<file path="config.mk">
export PLATFORM = sky130hd
export DESIGN_NAME = mult_sequencer
export DESIGN_NICKNAME = d
export VERILOG_FILES = /design/src/rtl/mult_sequencer_pkg.sv /design/src/rtl/mult_watchdog.sv /design/src/rtl/mult_sequencer.sv
export SDC_FILE = /design/constraint.sdc
export NUM_CORES = 1
export LEC_CHECK = 0
export CORE_AREA = 2 2 103 105
export DETAILED_ROUTE_END_ITERATION = 7
export DIE_AREA = 0 0 105 107
export DONT_BUFFER_PORTS = 1
export GPL_ROUTABILITY_DRIVEN = 0
export GPL_TIMING_DRIVEN = 0
export PLACE_DENSITY = 0.71
export SYNTH_ARGS = -nofsm -noshare
export SYNTH_HDL_FRONTEND = slang
export SYNTH_SLANG_ARGS = --single-unit
export TNS_END_PERCENT = 10
</file>
<file path="constraint.sdc">
create_clock -name clk -period 3.35 [get_ports clk]
set_input_delay 0.335 -clock clk [delete_from_list [all_inputs] [get_ports clk]]
set_output_delay 0.335 -clock clk [all_outputs]
set_load 0.03 [all_outputs]
</file>
<file path="src/rtl/mult_sequencer_pkg.sv">
// mult_sequencer_pkg: shared FSM encoding and default sizing for the multiply sequencer
package mult_sequencer_pkg;
   typedef enum logic [1:0] {IDLE, LAUNCH, BUSY} mult_state_t;
   localparam int WIDTH_DEF   = 32;
   localparam int TIMEOUT_DEF = 40;
endpackage

</file>
<file path="src/rtl/mult_watchdog.sv">
// mult_watchdog: clearable up-counter whose terminal flag marks the last allowed BUSY cycle
//   ports: clk, reset (sync, active-high), clr (zero the count), en (count up),
//          tc (count has reached TIMEOUT-1, so the next increment would hit TIMEOUT)
module mult_watchdog #(
   parameter int TIMEOUT = 40
) (
   input  logic clk,
   input  logic reset,
   input  logic clr,
   input  logic en,
   output logic tc
);
   localparam int CW = $clog2(TIMEOUT + 1);
   logic [CW-1:0] count;
   always_ff @(posedge clk) begin
      if (reset || clr) count <= '0;
      else if (en) count <= count + CW'(1);
   end
   assign tc = (count == CW'(TIMEOUT - 1));
endmodule

</file>
<file path="src/rtl/mult_sequencer.sv">
// mult_sequencer: E-stage controller for the shared iterative multiplier, owning HI/LO
//   inputs : clk, reset (sync, active-high), mult_req_e, mult_sign_e, srca_e, srcb_e,
//            mfhi_d, mflo_d, mult_ready, mult_done, product
//   outputs: start_mult, mult_sign, op_a, op_b, hi, lo, stall_req, busy, protocol_err
//   option : HILO_BYPASS_EN forwards the product onto hi/lo in the done cycle and
//            releases the MFHI/MFLO stall one cycle earlier
module mult_sequencer
   import mult_sequencer_pkg::*;
#(
   parameter int WIDTH   = WIDTH_DEF,
   parameter int TIMEOUT = TIMEOUT_DEF
) (
   input  logic               clk,
   input  logic               reset,
   input  logic               mult_req_e,
   input  logic               mult_sign_e,
   input  logic [WIDTH-1:0]   srca_e,
   input  logic [WIDTH-1:0]   srcb_e,
   input  logic               mfhi_d,
   input  logic               mflo_d,
   input  logic               mult_ready,
   input  logic               mult_done,
   input  logic [2*WIDTH-1:0] product,
   output logic               start_mult,
   output logic               mult_sign,
   output logic [WIDTH-1:0]   op_a,
   output logic [WIDTH-1:0]   op_b,
   output logic [WIDTH-1:0]   hi,
   output logic [WIDTH-1:0]   lo,
   output logic               stall_req,
   output logic               busy,
   output logic               protocol_err
);
   mult_state_t state, state_nx;
   logic [WIDTH-1:0] hi_q, lo_q;
   logic accept, done_ok, wd_tc, timeout, spurious, hilo_wait;

   mult_watchdog #(.TIMEOUT(TIMEOUT)) u_wd (
      .clk  (clk),
      .reset(reset),
      .clr  (state == LAUNCH),
      .en   (state == BUSY),
      .tc   (wd_tc)
   );

   assign accept   = (state == IDLE) && mult_req_e && mult_ready;
   assign done_ok  = (state == BUSY) && mult_done;
   assign timeout  = (state == BUSY) && !mult_done && wd_tc;
   assign spurious = (state != BUSY) && mult_done;

`ifdef HILO_BYPASS_EN
   assign hi        = done_ok ? product[2*WIDTH-1:WIDTH] : hi_q;
   assign lo        = done_ok ? product[WIDTH-1:0] : lo_q;
   assign hilo_wait = (state != IDLE) && !done_ok;
`else
   assign hi        = hi_q;
   assign lo        = lo_q;
   assign hilo_wait = (state != IDLE);
`endif

   always_comb begin
      state_nx   = state;
      start_mult = 1'b0;
      busy       = 1'b0;
      stall_req  = 1'b0;
      state_nx   = (state == IDLE)   ? (accept ? LAUNCH : IDLE) :
                   (state == LAUNCH) ? BUSY :
                   ((mult_done || wd_tc) ? IDLE : BUSY);
      start_mult = (state == LAUNCH);
      busy       = (state != IDLE);
      // a waiting E-stage request is held, never dropped, until accepted in IDLE
      stall_req  = ((mfhi_d || mflo_d) && hilo_wait) ||
                   (mult_req_e && ((state != IDLE) || !mult_ready));
   end

   always_ff @(posedge clk) begin
      if (reset) begin
         state        <= IDLE;
         mult_sign    <= 1'b0;
         op_a         <= '0;
         op_b         <= '0;
         hi_q         <= '0;
         lo_q         <= '0;
         protocol_err <= 1'b0;
      end else begin
         state <= state_nx;
         if (accept) begin
            op_a      <= srca_e;
            op_b      <= srcb_e;
            mult_sign <= mult_sign_e;
         end
         if (done_ok) begin
            hi_q <= product[2*WIDTH-1:WIDTH];
            lo_q <= product[WIDTH-1:0];
         end
         if (timeout || spurious) protocol_err <= 1'b1;
      end
   end
endmodule

</file>
; Word level (Yosys, flattened, before mapping)
; Index checks and enable logic that the tools add are counted.
[op_classes]
add_sub_neg = 1
n_eq_ne = 4
muxes = 4
n_reduce_logical = 18
[op_table]
columns = op, count
row1 = $logic_and A1 B1 Y1, 8
row2 = $add A6 B1 Y6 const B, 1
row3 = $eq A6 B6 Y1 const B, 1
row4 = $logic_or A1 B1 Y1, 6
row5 = $mux W2, 3
row6 = $eq A2 B1 Y1 const B, 1
row7 = $eq A2 B2 Y1 const B, 1
row8 = $logic_not A1 Y1, 2
row9 = $logic_not A2 Y1, 1
row10 = $ne A2 B2 Y1 const B, 1
row11 = $reduce_bool A2 Y1, 1
row12 = $mux W1, 1
[totals]
register_bits = 138

; Longest topological paths before layout
; Gate-level depths: netlist of run 1.
[logic_depth]
depth_word = 5
depth_mapped = 6
depth_no_buf = 4

; Cells and area by module
; A second synthesis of run 1 with hierarchy kept.
[hier_totals]
cells_unflattened = 609
area_unflattened_um2 = 4903.5
[by_module_without_submodules]
columns = module, instances, cells_per_inst, area_per_inst_um2, seq_area_each_um2
row1 = mult_sequencer, 1, 581, 4642.0, 2642.5
row2 = mult_watchdog, 1, 28, 261.5, 120.1

; Worst setup path before layout of run 1
; No wires, ideal clock.
[synth_timing]
kind = flip-flop to output port
start = register state[1]
end = output stall_req
arrival_ns = 1.130
t_required_ns = 3.015
path_slack_ns = 1.885
path_stages_with_launch = 5
cell_sequence = dfxtp_1 -> buf_4 -> inv_1 -> nand2_1 -> o32a_1
[synth_between]
elab_chain_len = 4
elab_cells_between_ends = 5
[synth_rtl]
columns = item, line
row1 = "start, declared", mult_sequencer.sv:34  ; mult_state_t state, state_nx;
row2 = "start signal, assigned", mult_sequencer.sv:86  ; state <= state_nx;
row3 = $reduce_bool A2 Y1 (*), -
row4 = net busy, mult_sequencer.sv:31  ; output logic busy,
row5 = $logic_or A1 B1 Y1, mult_sequencer.sv:73  ; (mult_req_e && ((state != IDLE) || !mult_ready));
row6 = $logic_and A1 B1 Y1, mult_sequencer.sv:73
row7 = $logic_or A1 B1 Y1 (*), mult_sequencer.sv:72  ; stall_req = ((mfhi_d || mflo_d) && hilo_wait) ||
row8 = "end, declared", mult_sequencer.sv:30  ; output logic stall_req,
; The timed path passes the listed nets; every way through them passes the cells marked *.

; Worst setup path after layout of run 1
[layout_timing]
start = register state[0]
end = output stall_req
; The elaborated chain is that of the path after synthesis.

==> flow_summary.ini, run 1 <==
[floorplanning]
die_w_um = 105
fp-row-count = 37
io-pin-count = 269
start_util = 0.488
dieHeight_um = 107
core-area_um2 = 10100
die-area_um2 = 11200

[power]
internal-power_mw = 2.93
seqPwrFrac = 0.466
peakVddDrop_mv = 0.292
pwr_density_cell_nw_per_um2 = 563
p_switching_uw = 998
clkPwrFrac = 0.457
p_leak_nw = 2.51
totalPowerFinal_mw = 3.93
sw_frac_of_total = 0.254
p_comb_frac = 0.077

[logic_synthesis]
synthesis.nets = 751
synthArstFlopShare = 0
synth_top_area_share = 0.560
synth_enable_flop_cells = 0
synth_cells = 614
synthesis.area_um2 = 4930
synth_top_flop_cell = dfxtp_1
ys_warn_count = 0
synth-seq-cells = 138
synth_area_leaders = dfxtp_1, nand2_1, a21oi_1, buf_2, clkbuf_1
postSynthAreaPerCell_um2 = 8.03
yosys.area.top_type = dfxtp_1
yosysMostFrequentCell = nand2_1
ys_seq_area_frac = 0.560
synth_cell_types = 33
ys_top_cells_by_count = nand2_1, dfxtp_1, a21oi_1, buf_2, clkbuf_1

[setup_path]
crit_arrival_ns = 1.78
worst_setup_path_start_kind = register
critPathMaxFanout = 10
critPathRequiredTime_ns = 3.01
end_kind = output pin
crit_type = reg -> out

[timing]
hold_violations = 0
holdWs_ns = 0.0272
max_slew.worst_pin.slew_ns = 0.702
fin_setup_tns_ns = 0
max_freq_mhz = 473
rsz0062_at_grt = false
slew_violations = 0
setup_violations = 0
setup_slack_ns = 1.24
fin_crit_sh = 0.631
slew_headroom = 0.532
finClkSkew_ns = 0.00875
fin_crit_ns = 2.11

[place]
postPlaceCellArea_um2 = 5100
hpwl_um = 9570
place_ws_ns = 1.62
place.port_buffers = 0

[detailed_routing]
wire_per_inst_um = 16.9
via_count = 4766
antenna_left = 0
viasPerCell = 5.23
drt_wl_total_um = 15400
drt_first_pass_iters = 5
drtIter0Drc = 334
remaining_drc_errors = 0

[cts]
clk_latency_ns = 0.52
cts_buffer_depth = 2
h-tree-depth = 4
post_cts_buffers = 0
ctsResizeCount = 0
clk_pin_slew_worst_paths_ns = 0.06
tritoncts = built
clock-sinks = 138
numCtsBuffers = 17
cts_root_buf = clkbuf_8

[global_routing]
grt_pass1_wl_um = 23700
track_usage = 0.266
antenna_found_initial = 0
grt_pass1_vias = 4781
grt.overflow.total = 0
grt_max_degree = 17

[finish]
final_nets = 900
nFillCells = 732
area_delta_synth_final_pct = 41.5
fin_area_um2 = 6980
drive_gt1_frac = 0.0825
diodes = 0

[hold_path]
hp-class = in -> reg

[job]
cap_violations = 0

[run_status]
status = completed
-- kinds of logic (layout without fill, tap and decap cells) --
family | Yosys count | in the layout | synth area share
mux | 2 | 2 | 0.00457
flops | 138 | 138 | 0.560
compound gates | 140 | 140 | 0.146
fa+ha+maj | 1 | 1 | 0.00254
simple gates | 286 | 286 | 0.236
buf+inv | 47 | 209 | 0.0500
-- metrics by stage --
| step | instances | utilization |
|---|---|---|
| 2_1_floorplan | 614 | - |
| 3_3_place_gp | 750 | 0.505 |
| 3_5_place_dp | 750 | 0.505 |
| 4_1_cts | 912 | 0.691 |
| 5_1_grt | 912 | 0.691 |
| 6_report | 912 | 0.691 |
-- per-layer routing --
metal	part of all wire	GRT usage
met5	0	0
met4	0.020	0.102
met3	0.087	0.0912
met2	0.51	0.484
met1	0.38	0.283
-- registers in the layout, summed over array words and instances, names as in the netlist --
signal and cells:
hi 32, lo 32, op_a 32, op_b 32, u_wd.count 6, state 2
mult_sign 1, protocol_err 1
-- final cells by class --
class	count	area (um2)	area share
tap	136	170	0.0244
clock inverter	13	145	0.0208
multi-input combinational	429	1920	0.275
buffer	44	235	0.0337
inverter	3	11.3	0.00161
sequential	138	2760	0.396
clock buffer	19	432	0.0619
timing repair buffer	130	1300	0.186
-- worst max-delay path, stage by stage, from the launching register on --
cell and delay, ns:
dfxtp_1 0.47, inv_1 0.09, nand2_1 0.29, o32a_1 0.42
-- path summary, 6_finish.rpt --
path	endpoint	slack, ns	from	depth (start not counted)
worst min-delay path	protocol_err	0.03	mult_done	2
worst max register to register	u_wd.count[3]	1.69	state[0]	4
worst min register to register	u_wd.count[1]	0.52	u_wd.count[1]	2
worst max-delay path	stall_req	1.24	state[0]	3
-- what timing repair did --
| item | 4_1_cts | 5_1_grt |
|---|---|---|
| hold buffers | 130 | 0 |
| endpoints found under the setup margin | 0 | 0 |
| hold endpoints to repair | 130 | 0 |
-- cells in the final DEF, fill, tap and decap left out, types with 4 or more instances in the layout --
| cell type | n |
|---|---|
| dfxtp_1 | 138 |
| nand2_1 | 262 |
| buf_2 | 20 |
| dlygate4sd3_1 | 130 |
| clkbuf_16 | 16 |
| buf_6 | 5 |
| a21oi_1 | 135 |
| clkbuf_1 | 17 |
| nand3_1 | 4 |
| clkinvlp_4 | 6 |
-- power by group through the flow --
| stage | combinational (mW) | sequential [mW] | clock, mW |
|---|---|---|---|
| final | 0.304 | 1.83 | 1.80 |
| after global routing | 0.331 | 1.83 | 1.90 |
| after global placement | 0.164 | 1.86 | 0 |
| after floorplan | 0.134 | 1.85 | 0 |
| after detailed placement | 0.172 | 1.87 | 0 |
| after CTS | 0.295 | 1.83 | 1.82 |
No activity file was read; power rests on OpenSTA's default activity.
==> inputs of run 2 (changes only) <==
PLACE_DENSITY = 0.73   (was 0.71)
clock period = 1.89 ns   (was 3.35 ns; I/O delays follow)
==> run 2 against run 1 <==
Net effect: sequential power grew 78%; wire length grew 1.2%; cell count stayed put; final area is 1.4% higher; via count up 2.0%; critical endpoint unchanged; combinational power rose by 79%; utilization increased by 0.97 points; sequential cell count did not move; count of clock-buffer cells in the layout rose by 2; highest routed layer unchanged.
==> flow_summary.ini, run 2 (synthesized netlist as in run 1, its figures left out) <==
[run_status]
status = completed

[finish]
mostFrequentLayoutCells = nand2_1, dfxtp_1, a21oi_1
area_delta_synth_final_pct = 43.5
diodes = 0
drive_gt1_frac = 0.0863
final_nets = 901
layout_commonest_cell = nand2_1
fin_area_um2 = 7080

[power]
sw_frac_of_total = 0.235
p_comb_frac = 0.073
p_leak_nw = 2.56
pwr_density_cell_nw_per_um2 = 1050
clkPwrFrac = 0.491
internal-power_mw = 5.70
peakVddDrop_mv = 0.675
seqPwrFrac = 0.436
p_switching_mw = 1.75

[cts]
numCtsBuffers = 17
cts_buffer_depth = 2
clk_latency_ns = 0.52
clock-sinks = 138
post_cts_buffers = 0
h-tree-depth = 4
cts_root_buf = clkbuf_8
clk_pin_slew_worst_paths_ns = 0.06
tritoncts = built

[timing]
rsz0062_at_grt = false
fin_crit_ns = 1.76
slew_headroom = 0.518
max_slew.worst_pin.slew_ns = 0.724
hold_violations = 0
setup_violations = 0
finClkSkew_ns = 0.00781
max_freq_mhz = 570
slew_violations = 0
fin_setup_tns_ns = 0
setup_slack_ns = 0.135
fin_crit_sh = 0.929

[floorplanning]
io-pin-count = 269
die_w_um = 105
dieHeight_um = 107
die-area_um2 = 11200
fp-row-count = 37
start_util = 0.488
core-area_um2 = 10100

[setup_path]
end_kind = output pin
r2r_slack_ns = 0.29
timing.rr.start = state[0]
startpoint = state[1]
critPathMaxFanout = 10
worst_setup_path_start_kind = register
crit_type = reg -> out
worst_setup_path_endpoint = stall_req
r2r_end = op_b[5]
crit_arrival_ns = 1.57
rr_worst_depth = 5
critPathRequiredTime_ns = 1.70

[job]
cap_violations = 0

[global_routing]
track_usage = 0.271
grt_pass1_wl_um = 24200
antenna_found_initial = 0
grt_max_degree = 17
grt_pass1_vias = 4941
grt.overflow.total = 0

[hold_path]
hp-start = mult_done
hp-class = in -> reg

[place]
hpwl_um = 9430
place_ws_ns = 0.279
postPlaceCellArea_um2 = 5100
place.port_buffers = 0

[detailed_routing]
viasPerCell = 5.33
via_count = 4859
drt_first_pass_iters = 4
remaining_drc_errors = 0
drt_wl_total_um = 15600
antenna_left = 0
drtIter0Drc = 395
wire_per_inst_um = 17.1
-- run 2: worst min path at each step --
stage              to  slack (ns)  depth (start not counted)
6_report       hi[31]         0.1                          4
5_1_grt        hi[31]        0.12                          4
4_1_cts        hi[31]        0.08                          4
3_5_place_dp   hi[29]        0.33                          2
3_3_place_gp   lo[21]        0.33                          2
2_1_floorplan  hi[31]        0.32                          2
-- run 2: cell type report --
cell class,instances,area (um2)
Clock buffer,21,469
Clock inverter,10,188
Multi-Input combinational cell,429,1920
Timing Repair Buffer,131,1310
Buffer,44,235
Fill cell,698,3020
Tap cell,136,170
Inverter,3,15.0
Sequential cell,138,2760
-- run 2: power by group through the flow --
| stage | sequential [mW] | combinational [mW] | clock (mW) |
|---|---|---|---|
| after floorplan | 3.28 | 0.237 | 0 |
| after global placement | 3.30 | 0.291 | 0 |
| after detailed placement | 3.31 | 0.304 | 0 |
| after CTS | 3.24 | 0.528 | 3.69 |
| after global routing | 3.25 | 0.593 | 3.81 |
| final | 3.25 | 0.545 | 3.65 |
-- run 2: critical path, cell delays in order, from the launching register on --
cell     delay, ns
dfxtp_1       0.34
buf_4         0.17
inv_1         0.08
nand2_2       0.18
o32a_2        0.28
-- run 2: timing repair --
action | CTS | global route
resized for setup | 2 | 1
hold buffers | 131 | 0
hold endpoints to repair | 133 | 0
endpoints found under the setup margin | 1 | 1
pin swaps | 0 | 0
cloned | 0 | 0
-- run 2: metrics by stage --
stage / std cells / hold WS, ns / total power [mW] / utilization
after floorplan: 614 / 0.325 / 3.52 / -
after detailed placement: 750 / 0.331 / 3.61 / 0.505
after global routing: 912 / 0.124 / 7.66 / 0.701
after global placement: 750 / 0.326 / 3.59 / 0.505
final: 912 / 0.0971 / 7.45 / 0.701
after CTS: 912 / 0.0810 / 7.46 / 0.701
-- run 2: per-layer routing --
layer,track usage,vias up,share of wire
met5,0,-,0
met4,0.111,0,0.021
met3,0.0918,28,0.086
met2,0.497,250,0.52
met1,0.284,2285,0.38
li1,-,2296,-
==> inputs of run 3 (changes only) <==
CORE_AREA = 2 2 106 108   (was 2 2 103 105)
DIE_AREA = 0 0 108 110   (was 0 0 105 107)
PLACE_DENSITY = 0.7   (was 0.73)
SYNTH_HIERARCHICAL = 1   (was not set)
==> run 3 against run 2 <==
Net effect: final area fell by 1.5%; combinational power barely moved; sequential power barely moved; maximum frequency fell by 0.40%; critical path depth did not move; non-clock buffer count fell by 1; clock skew barely moved; cell count fell by 0.11%; die area rose by 5.7%; register-to-register slack got worse by 0.08 ns; worst setup slack got worse by 0.0071 ns; synthesized cell count fell by 0.81%.
==> flow_summary.ini, run 3 <==
[run_status]
status = completed

[detailed_routing]
drt-met1-wl_um = 5430
via_count = 4716
remaining_drc_errors = 0
viasPerCell = 5.18
antenna_left = 0
highest-signal-layer = met4
wl_met3_um = 1380
met2_length_um = 8110
wire_per_inst_um = 16.8
drt_first_pass_iters = 5
drt_wl_total_um = 15300
drtIter0Drc = 242

[timing]
rsz0062_at_grt = false
finClkSkew_ns = 0.00767
max_freq_mhz = 567
fin_setup_tns_ns = 0
setup_slack_ns = 0.128
max_slew.worst_pin.slew_ns = 0.720
holdWs_ns = 0.0836
slew_headroom = 0.519
fin_crit_sh = 0.932
hold_violations = 0
setup_violations = 0
slew_violations = 0
fin_crit_ns = 1.76

[logic_synthesis]
yosys.area.top_type = dfxtp_1
synth_cells = 609
synthesis.nets = 746
yosysMostFrequentCell = nand2_1
ys_top_cells_by_count = nand2_1, dfxtp_1, a21oi_1, clkbuf_1, buf_4
synth_top_area_share = 0.563
ys_warn_count = 6
synth_cell_types = 27
synthArstFlopShare = 0
synthesis.area_um2 = 4900
postSynthAreaPerCell_um2 = 8.05
synth_area_leaders = dfxtp_1, nand2_1, a21oi_1, buf_4, buf_6
synth_enable_flop_cells = 0
synth_top_flop_cell = dfxtp_1
ys_seq_area_frac = 0.563
synth-seq-cells = 138

[finish]
area_delta_synth_final_pct = 42.2
fin_area_um2 = 6970
diodes = 0
mostFrequentLayoutCells = nand2_1, dfxtp_1, a21oi_1
final_util = 0.652
nFillCells = 811
layout.cells.non_filler = 911
layout_commonest_cell = nand2_1
final_nets = 895
drive_gt1_frac = 0.0882

[place]
place_ws_ns = 0.178
place_inst = 749
hpwl_um = 9970
place.port_buffers = 0
postPlaceCellArea_um2 = 5080

[setup_path]
r2r_slack_ns = 0.21
critPathBufInv = 1
crit_arrival_ns = 1.57
slowest_delay_ns = 0.42
rr_worst_depth = 4
worstPathCellList = nor2_2 -> inv_2 -> a21oi_1 -> a21oi_4
crit_type = reg -> out
crit_slowest_cell = dfxtp_1
worst_setup_path_start_kind = register
timing.rr.start = state[0]
critPathRequiredTime_ns = 1.70
r2r_end = u_wd/count[3]
critPathMaxFanout = 7
end_kind = output pin
crit_family = flip-flops

[floorplanning]
die_w_um = 108
core-area_um2 = 10700
dieHeight_um = 110
start_util = 0.458
io-pin-count = 269
fp-row-count = 38
die-area_um2 = 11900

[global_routing]
grt.overflow.total = 0
grt_pass1_vias = 4721
track_usage = 0.246
antenna_found_initial = 0
grt_pass1_wl_um = 22500
grt_max_degree = 17

[power]
pwr_density_cell_nw_per_um2 = 996
p_leak_nw = 2.52
peakVddDrop_mv = 0.580
totalPowerFinal_mw = 6.95

[hold_path]
hp-start = reset
hold_depth = 3
hp-class = in -> reg
min_to = u_wd/count[5]

[cts]
clk_latency_ns = 0.50
clk_pin_slew_worst_paths_ns = 0.06
cts_root_buf = clkbuf_8
tritoncts = built
clock-sinks = 138
cts_buffer_depth = 2
numCtsBuffers = 17
h-tree-depth = 4

[job]
cap_violations = 0
## run 3: cell count changes after synthesis, moves of 2 or more
cell / previous run / this run
buf_2: 20 / 10
buf_4: 2 / 12
nor2_1: 1 / 10
nand3_1: 4 / 0
xor2_1: 0 / 3
a21oi_1: 135 / 133
and4bb_2: 2 / 0
mux2_2: 2 / 0
nand2_1: 262 / 260
nor3b_1: 2 / 0
or2_2: 0 / 2
## run 3: cell type report
class	count	area (um2)	area share
repair buffers	130	1300	0.187
clock buffers	18	428	0.0614
inverters	2	7.51	0.00108
multi-input cells	425	1880	0.270
clock inverters	14	149	0.0214
well taps	140	175	0.0251
flip-flops and latches	138	2760	0.396
plain buffers	44	268	0.0384
## run 3: worst max path at each step
stage / from / end / cells after the start
floorplan: state[1] / u_wd/count[5] / 4
finish: state[0] / stall_req / 4
detailed placement: state[1] / u_wd/count[5] / 4
global placement: state[1] / u_wd/count[5] / 4
CTS: state[1] / stall_req / 4
global route: state[0] / stall_req / 4
## run 3: per-layer routing
layer  global-route usage  vias up
li1                     -     2266
met1                0.234     2184
met2                0.478      234
met3               0.0870       32
met4               0.0989        0
met5                    0        -
## run 3: worst reg2reg max path: cells and delay by family (launching register included)
| kind | cells | cell delay (ns) |
|---|---|---|
| flops | 1 | 0.42 |
| simple gates | 3 | 0.92 |
| buf+inv | 1 | 0.22 |
## run 3: cell families after synthesis
logic type	Yosys count	share of synthesized area
multiplexers	1	0.00204
AO/OA/AOI/OAI	135	0.139
buffers and inverters	46	0.0561
AND/OR/NAND/NOR	284	0.230
XOR/XNOR	4	0.00715
flip-flops	138	0.563
adder cells (fa/ha/maj)	1	0.00255
## run 3: repair_timing
action	4_1_cts	5_1_grt
setup endpoints to repair	1	1
hold endpoints to repair	131	0
gates resized for setup	3	2
setup buffers	0	0
cloned	0	0
hold buffers	130	0
## run 3: power breakdown
| group | switching, mW | total (mW) | internal, mW |
|---|---|---|---|
| clock network | 1.24 | 3.16 | 1.91 |
| logic | 0.259 | 0.546 | 0.287 |
| registers | 0.244 | 3.24 | 3.00 |
| total | 1.75 | 6.95 | 5.20 |
